$ cat src/rtl/gte_pkg.sv
// Shared definitions for the sequential GTE comparator: FSM states and digit width.
package gte_pkg;

  localparam int unsigned DIGIT_W = 2;

  typedef enum logic [1:0] {
    ST_IDLE = 2'd0,
    ST_RUN  = 2'd1,
    ST_DONE = 2'd2
  } state_t;

endpackage

$ cat src/rtl/gt2_slice.sv
// Combinational 2-bit unsigned magnitude compare slice.
module gt2_slice
  import gte_pkg::*;
(
  input  logic [DIGIT_W-1:0] x,
  input  logic [DIGIT_W-1:0] y,
  output logic               gt,
  output logic               eq
);

  always_comb begin
    gt = (x > y);
    eq = (x == y);
  end

endmodule

$ cat src/rtl/gte_seq_ctrl.sv
// Sequential MSB-first magnitude comparator sharing one 2-bit slice over W bits.
// Optional early termination on first differing digit: define GTE_EARLY_EXIT_EN.
module gte_seq_ctrl
  import gte_pkg::*;
#(
  parameter int unsigned W = 6
) (
  input  logic         clk,
  input  logic         reset_n,
  input  logic         start,
  input  logic [W-1:0] a,
  input  logic [W-1:0] b,
  output logic         ready,
  output logic         done,
  output logic         a_gt_b,
  output logic         a_eq_b,
  output logic         a_gte_b
);

  localparam int unsigned NDIG  = W / DIGIT_W;
  localparam int unsigned CNT_W = (NDIG > 1) ? $clog2(NDIG) : 1;
  localparam logic [CNT_W-1:0] LAST = CNT_W'(NDIG - 1);

  generate
    if ((W < 2) || ((W % 2) != 0)) begin : g_bad_width
      $error("gte_seq_ctrl: W must be even and >= 2");
    end
  endgenerate

  state_t           state, state_nxt;
  logic [W-1:0]     sa, sb;
  logic [CNT_W-1:0] cnt;
  logic             decided, gt;

  logic slice_gt, slice_eq;
  logic decided_fin, gt_fin, last_digit, finish;

  gt2_slice u_slice (
    .x  (sa[W-1 -: DIGIT_W]),
    .y  (sb[W-1 -: DIGIT_W]),
    .gt (slice_gt),
    .eq (slice_eq)
  );

  // Sticky flags merged with the digit under compare this cycle.
  always_comb begin
    decided_fin = decided | ~slice_eq;
    gt_fin      = decided ? gt : slice_gt;
    last_digit  = (cnt == LAST);
`ifdef GTE_EARLY_EXIT_EN
    finish      = last_digit | ~slice_eq;
`else
    finish      = last_digit;
`endif
  end

  always_comb begin
    state_nxt = state;
    unique case (state)
      ST_IDLE: if (start)  state_nxt = ST_RUN;
      ST_RUN:  if (finish) state_nxt = ST_DONE;
      ST_DONE:             state_nxt = ST_IDLE;
      default:             state_nxt = ST_IDLE;
    endcase
  end

  always_comb begin
    ready = (state == ST_IDLE);
    done  = (state == ST_DONE);
  end

  always_ff @(posedge clk) begin
    if (!reset_n) begin
      state   <= ST_IDLE;
      sa      <= '0;
      sb      <= '0;
      cnt     <= '0;
      decided <= 1'b0;
      gt      <= 1'b0;
      a_gt_b  <= 1'b0;
      a_eq_b  <= 1'b0;
      a_gte_b <= 1'b0;
    end else begin
      state <= state_nxt;
      case (state)
        ST_IDLE: begin
          if (start) begin
            sa      <= a;
            sb      <= b;
            cnt     <= '0;
            decided <= 1'b0;
            gt      <= 1'b0;
          end
        end
        ST_RUN: begin
          sa      <= sa << DIGIT_W;
          sb      <= sb << DIGIT_W;
          cnt     <= cnt + CNT_W'(1);
          decided <= decided_fin;
          gt      <= gt_fin;
          if (finish) begin
            a_gt_b  <= gt_fin;
            a_eq_b  <= ~decided_fin;
            a_gte_b <= gt_fin | ~decided_fin;
          end
        end
        default: ;
      endcase
    end
  end

endmodule
$ cat config.mk
export PLATFORM = sky130hd
export DESIGN_NAME = gte_seq_ctrl
export DESIGN_NICKNAME = d
export VERILOG_FILES = /design/src/rtl/gte_pkg.sv /design/src/rtl/gt2_slice.sv /design/src/rtl/gte_seq_ctrl.sv
export SDC_FILE = /design/constraint.sdc
export NUM_CORES = 1
export LEC_CHECK = 0
export ABC_AREA = 1
export BUFFER_PORTS_ARGS = -buffer_cell sky130_fd_sc_hd__buf_2
export CAP_MARGIN = 20
export CORE_ASPECT_RATIO = 1.5
export CORE_MARGIN = 5
export CORE_UTILIZATION = 47
export DETAILED_ROUTE_END_ITERATION = 8
export GPL_ROUTABILITY_DRIVEN = 0
export PLACE_DENSITY = 0.74
export SLEW_MARGIN = 25
export SYNTH_ARGS = -nofsm -noshare
export SYNTH_HDL_FRONTEND = slang
export SYNTH_SLANG_ARGS = --single-unit
$ cat constraint.sdc
create_clock -name clk -period 1.12 [get_ports clk]
set_input_delay 0.224 -clock clk [delete_from_list [all_inputs] [get_ports clk]]
set_output_delay 0.224 -clock clk [all_outputs]
set_load 0.01 [all_outputs]
==> results of run 1 <==
[layout by cell type (no fill, tap or decap), types with 2 or more instances in the layout]
master    netlist  final
o21ai_1         6      3
inv_1          11     10
dfxtp_2         0      4
nand2_8         0      2
buf_2           0     18
buf_12          0      3
nor2_4          1      3
nand3_1         6      2
or2_1           5      5
clkbuf_4        0      3
nand3_2         0      4
ha_4            0      2
buf_4           2     12
o21ai_2         4      7
nand2_1        29     21
nor2_1         11      7
nor2_2          1      3
dfxtp_1        21     16
inv_4           0      3
a21oi_2         4      8
a21oi_1        13      9
buf_6           1      6
nand2_2         0      8
[routing by layer]
| metal | GRT usage | up-vias |
|---|---|---|
| met2 | 0.309 | 36 |
| met5 | 0 | - |
| li1 | - | 490 |
| met4 | 0.0969 | 0 |
| met3 | 0.0245 | 9 |
| met1 | 0.200 | 441 |
[layout make-up]
class,instances,area share
Clock buffer,3,0.0152
Clock inverter,1,0.00339
Inverter,15,0.0466
Multi-Input combinational cell,88,0.407
Sequential cell,21,0.290
Tap cell,22,0.0186
Timing Repair Buffer,40,0.218
[stage by stage]
stage               setup TNS (ns)  power [mW]  utilization  setup slack, ns  std cells
global route                 -2.18        1.78        0.729           -0.138        190
floorplan                        0        1.05            -           0.0267        129
global placement           -0.0909        1.16        0.586          -0.0428        177
CTS                         -0.475        1.62        0.672          -0.0837        185
detailed placement          -0.400        1.18        0.586           -0.113        177
finish                      -0.619        1.68        0.729          -0.0720        190
[synth_stat cells, drive strengths merged]
library cell,number,share of area
a21oi,17,0.10
buf,3,0.027
clkbuf,2,0.0076
dfxtp,21,0.43
ha,3,0.038
inv,15,0.057
nand2,31,0.13
nand3,6,0.031
nor2,13,0.060
o21a,1,0.0076
o21ai,11,0.071
or2,6,0.038
[flip-flops by register name, indices dropped and copies added, names as in the netlist]
signal	cells
a_eq_b	1
a_gt_b	1
a_gte_b	1
cnt	2
decided	1
gt	1
sa	6
sb	6
state	2
[cell families after synthesis]
| family | after synthesis | share of synthesized area |
|---|---|---|
| buffers and inverters | 20 | 0.0916 |
| adders and majority gates | 3 | 0.0382 |
| and+or+nand+nor | 56 | 0.262 |
| AOI/OAI and AO/OA | 29 | 0.181 |
| DFF | 21 | 0.427 |
[worst max-delay path by stage]
stage | cells after the start | to
2_1_floorplan | 7 | a_gt_b
3_3_place_gp | 7 | a_gt_b
3_5_place_dp | 6 | a_gte_b
4_1_cts | 3 | ready
5_1_grt | 8 | sa[5]
6_report | 3 | done
[power by group through the flow]
stage | combinational [mW] | sequential [mW] | clock [mW]
4_1_cts | 0.418 | 0.827 | 0.377
2_1_floorplan | 0.213 | 0.835 | 0
3_3_place_gp | 0.325 | 0.837 | 0
3_5_place_dp | 0.338 | 0.839 | 0
5_1_grt | 0.537 | 0.834 | 0.409
6_report | 0.488 | 0.829 | 0.367
[worst max-delay path, cell delays in order, from the launching register on]
cell and delay [ns]:
dfxtp_4 0.41, inv_4 0.05, nor2_2 0.09, buf_2 0.13
[timing repair]
item / in CTS / in global routing
resized for setup: 26 / 26
pin swaps: 9 / 16
setup buffers: 4 / 7
endpoints found under the setup margin: 15 / 21
==> flow_summary_export.csv, run 1 <==
group,metric,value,unit
drt,drtIter0Drc,16,
final_layout,area_growth,50.3,%
pwr,power.switching,0.512,mW
clock_network,ctsHoldBuffers,0,
timing,slew_viol_final,0,
critical_path,crit_start,"state[1]",
place,post-dp-hpwl,1680,um
synthesis,synth-seq-area-share,0.427,
drt,via_per_inst,5.14,
clock_network,cts_tree,"done",
global_routing,grt-ovfl-total,0,
floorplanning,die_w,47.4,um
min_path,min_from,"a[1]",
synthesis,ys_ff_latch,21,
global_routing,grt_max_degree,14,
synthesis,synth.distinct_cells,21,
drt,dr.max_layer_used,"met4",
clock_network,path_clk_slew,0.12,ns
drt,wl_met3,116,um
floorplanning,rows,20,
synthesis,yosysWarningCount,0,
synthesis,syn_avg_cell_area,7.62,um^2
final_layout,multi_input_area,602,um^2
global_routing,antenna_found_initial,0,
final_layout,diodes,0,
drt,routed_wl,2570,um
critical_path,crit_fanout,3,
clock_network,numCtsBuffers,3,
timing,setup_viol,18,
pwr,leakage,0.660,nW
timing,rsz0062_at_grt,"true",
floorplanning,die_h,66.0,um
critical_path,r2r_start,"state[0]",
pwr,vdd_drop_max,0.889,mV
place,placement.io_buffers,19,
floorplanning,start_util,0.485,
final_layout,fin_area,1480,um^2
timing,worst_pin_slew,0.401,ns
critical_path,worstReg2RegEnd,"sa[5]",
global_routing,grt_pass1_wl,4080,um
floorplanning,coreArea,2030,um^2
critical_path,r2r_cells,8,
clock_network,h-tree-depth,1,
outcome,status,"finished with violations",
floorplanning,fp.dieArea,3130,um^2
global_routing,track_usage,0.180,
critical_path,worstSetupEndpointType,"primary output",
timing,fin_ws,-0.0720,ns
critical_path,worstPathRequired,0.90,ns
clock_network,cts.sinks,21,
synthesis,synthesis.area,983,um^2
timing,finClkSkew,0.00497,ns
drt,detail_route.wl_per_cell,13.5,um
pwr,power_density,1140,nW/um^2
pwr,pwr-share-seq,0.492,
place,postPlaceCellArea,1190,um^2
timing,finalCritPeriodShare,1.06,
timing,hold_viol,0,
clock_network,clk_latency,0.30,ns
synthesis,syn_nets,147,
critical_path,crit_arrival,0.97,ns
drt,wl_met1,990,um
final_layout,layout.nets,187,
timing,min_period,1.19,ns
min_path,min_to,"sa[1]",
pwr,switching_share,0.304,
pwr,power_frac_clock,0.218,
clock_network,clock_tree.root_cell,"clkbuf_4",
floorplanning,io_pins,20,
timing,relSlewSlack,0.733,
job,max-cap-violations,0,
timing,hold_slack,0.153,ns
min_path,min_delay_path_depth,3,
drt,drc,0,
outcome,violations,"negative setup slack",
final_layout,drive_above_1_share,0.548,
final_layout,fillers,147,
pwr,p_int,1.17,mW
critical_path,worstSetupStartpointType,"flip-flop",
timing,fmax,839,MHz
drt,route.vias.total,976,
clock_network,clk_path_buf_depth,2,
synthesis,synthCells,129,
final_layout,regArea,429,um^2
pwr,combPwrFrac,0.290,
global_routing,grt_pass1_vias,992,
drt,antenna_left,0,
min_path,hp-class,"input pin to flip-flop",
critical_path,reg2reg_slack,-0.07,ns
drt,drtPass1Iterations,4,
critical_path,worstSetupPathType,"flip-flop to primary output",
drt,wl_met2,1370,um
(Power assumes the default switching activity.)
==> run 2, diff against run 1 <==
BUFFER_PORTS_ARGS = -buffer_cell sky130_fd_sc_hd__clkbuf_2   (was -buffer_cell sky130_fd_sc_hd__buf_2)
==> run 2 against run 1 <==
The run still ends with negative setup slack left. Die area unchanged. Sequential power grew 0.8%. Design area increased by 5.8%. Sequential share of layout area fell by 1.6 points. First-iteration DRC count increased by 44%. Critical path type is now flip-flop to flip-flop. Largest power group unchanged.
==> flow_summary_export.csv, run 2 (synthesis results as in run 1) <==
group,metric,value,unit
place,placed_cells,179,
job,max-cap-violations,0,
final_layout,layout.nets,189,
global_routing,grt-ovfl-total,0,
pwr,leakage,0.681,nW
clock_network,ctsHoldBuffers,0,
pwr,power.switching,0.540,mW
final_layout,drive_above_1_share,0.594,
final_layout,final_common_cell,"nand2_1",
clock_network,h-tree-depth,1,
pwr,vdd_drop_max,0.793,mV
clock_network,cts.sinks,21,
final_layout,largestRegisters,"sa x6, sb x6",
drt,routed_wl,2920,um
critical_path,worstSetupStartpointType,"flip-flop",
floorplanning,fp.dieArea,3130,um^2
outcome,violations,"negative setup slack",
floorplanning,start_util,0.485,
floorplanning,rows,20,
final_layout,fin_cells,192,
min_path,hp-class,"input pin to flip-flop",
pwr,p_int,1.20,mW
drt,antenna_left,0,
floorplanning,io_pins,20,
pwr,power_frac_clock,0.211,
critical_path,critPathMaxStageDelay,0.41,ns
timing,setup_viol,20,
timing,finalCritPeriodShare,1.11,
clock_network,cts_tree,"done",
critical_path,worstSetupPathType,"flip-flop to flip-flop",
global_routing,grt_pass1_vias,931,
clock_network,clk_latency,0.31,ns
timing,min_period,1.25,ns
timing,hold_viol,0,
pwr,combPwrFrac,0.308,
pwr,switching_share,0.311,
timing,fin_ws,-0.125,ns
critical_path,crit_arrival,1.49,ns
drt,drtIter0Drc,23,
global_routing,grt_pass1_wl,3980,um
critical_path,crit_fanout,3,
timing,relSlewSlack,0.866,
critical_path,slowest_stage,"dfxtp_1",
drt,route.vias.total,996,
place,pre_cts_ws,-0.0740,ns
timing,rsz0062_at_grt,"true",
critical_path,worstPathRequired,1.37,ns
critical_path,reg2reg_slack,-0.13,ns
timing,finClkSkew,0.00201,ns
timing,fmax,803,MHz
critical_path,cp_common_cell,"nand2_1",
timing,worst_pin_slew,0.201,ns
pwr,power_density,1110,nW/um^2
place,placement.io_buffers,19,
clock_network,path_clk_slew,0.11,ns
drt,drc,0,
clock_network,clock_tree.root_cell,"clkbuf_4",
global_routing,grt_max_degree,14,
floorplanning,die_h,66.0,um
floorplanning,die_w,47.4,um
pwr,pwr-share-seq,0.481,
timing,slew_viol_final,0,
final_layout,mostFrequentLayoutCells,"20 x nand2_1, 17 x clkbuf_2, 16 x dfxtp_1, 16 x buf_4, 10 x a21oi_2",
clock_network,numCtsBuffers,3,
final_layout,utilization,0.772,
place,post-dp-hpwl,1710,um
global_routing,track_usage,0.177,
drt,detail_route.wl_per_cell,15.2,um
clock_network,clk_path_buf_depth,2,
outcome,status,"finished with violations",
final_layout,area_growth,59.0,%
global_routing,antenna_found_initial,0,
floorplanning,coreArea,2030,um^2
drt,drtPass1Iterations,4,
drt,via_per_inst,5.19,
timing,hold_slack,0.137,ns
critical_path,worstSetupEndpointType,"flip-flop",
critical_path,crit_chain,"ha_4, a21oi_1, nand2_1, nand2_2, nand2_1, a21oi_2",
final_layout,diodes,0,
==> run 2: changes by cell type in the layout (fill, tap and decap cells not counted), sizes merged <==
cell,change
buf,-16
clkbuf,+19
clkinv,-1
==> run 2: worst paths after layout <==
path         start  endpoint  depth (start not counted)
min           b[1]     sb[1]                          3
max reg2reg  sa[5]        gt                          6
max          sa[5]        gt                          6
min reg2reg  sa[0]     sa[0]                          2
==> run 2: power by group through the flow <==
| stage | Sequential (mW) | Clock, mW | Combinational, mW |
|---|---|---|---|
| finish | 0.836 | 0.367 | 0.534 |
| global route | 0.841 | 0.406 | 0.579 |
| CTS | 0.824 | 0.377 | 0.388 |
| detailed placement | 0.839 | 0 | 0.342 |
| global placement | 0.837 | 0 | 0.330 |
| floorplan | 0.835 | 0 | 0.213 |
==> run 2: routing by layer <==
metal / GRT usage / up-vias / routed length, um
met5: 0 / - / 0
met4: 0.0934 / 0 / 57
met3: 0.0191 / 8 / 101
met2: 0.299 / 23 / 1580
met1: 0.208 / 472 / 1180
li1: - / 493 / -
==> run 2: worst max-delay path, delay by kind of cell, from the launching register on <==
family | cells | cell delay (ns)
AND/OR/NAND/NOR | 3 | 0.26
adder cells (fa/ha/maj) | 1 | 0.24
flip-flops | 1 | 0.41
AO/OA/AOI/OAI | 2 | 0.27
==> run 2: per-stage QoR <==
step / total power, mW / area, um^2 / TNS [ns]
4_1_cts: 1.59 / 1310 / -0.543
2_1_floorplan: 1.05 / 983 / 0
3_3_place_gp: 1.17 / 1200 / -0.0914
6_report: 1.74 / 1560 / -1.09
5_1_grt: 1.83 / 1560 / -2.69
3_5_place_dp: 1.18 / 1200 / -0.233
==> run 2: repair_timing <==
action	4_1_cts	5_1_grt
setup buffers	3	5
gates cloned	0	1
setup endpoints to repair	13	22
gates resized for setup	16	49
pin swaps	5	15
==> run 2: cell type report <==
type	instances	area, um^2
Sequential cell	21	429
Tap cell	22	27.5
Clock buffer	4	26.3
Fill cell	130	463
Timing Repair Buffer	42	338
Inverter	15	71.3
Multi-Input combinational cell	88	672
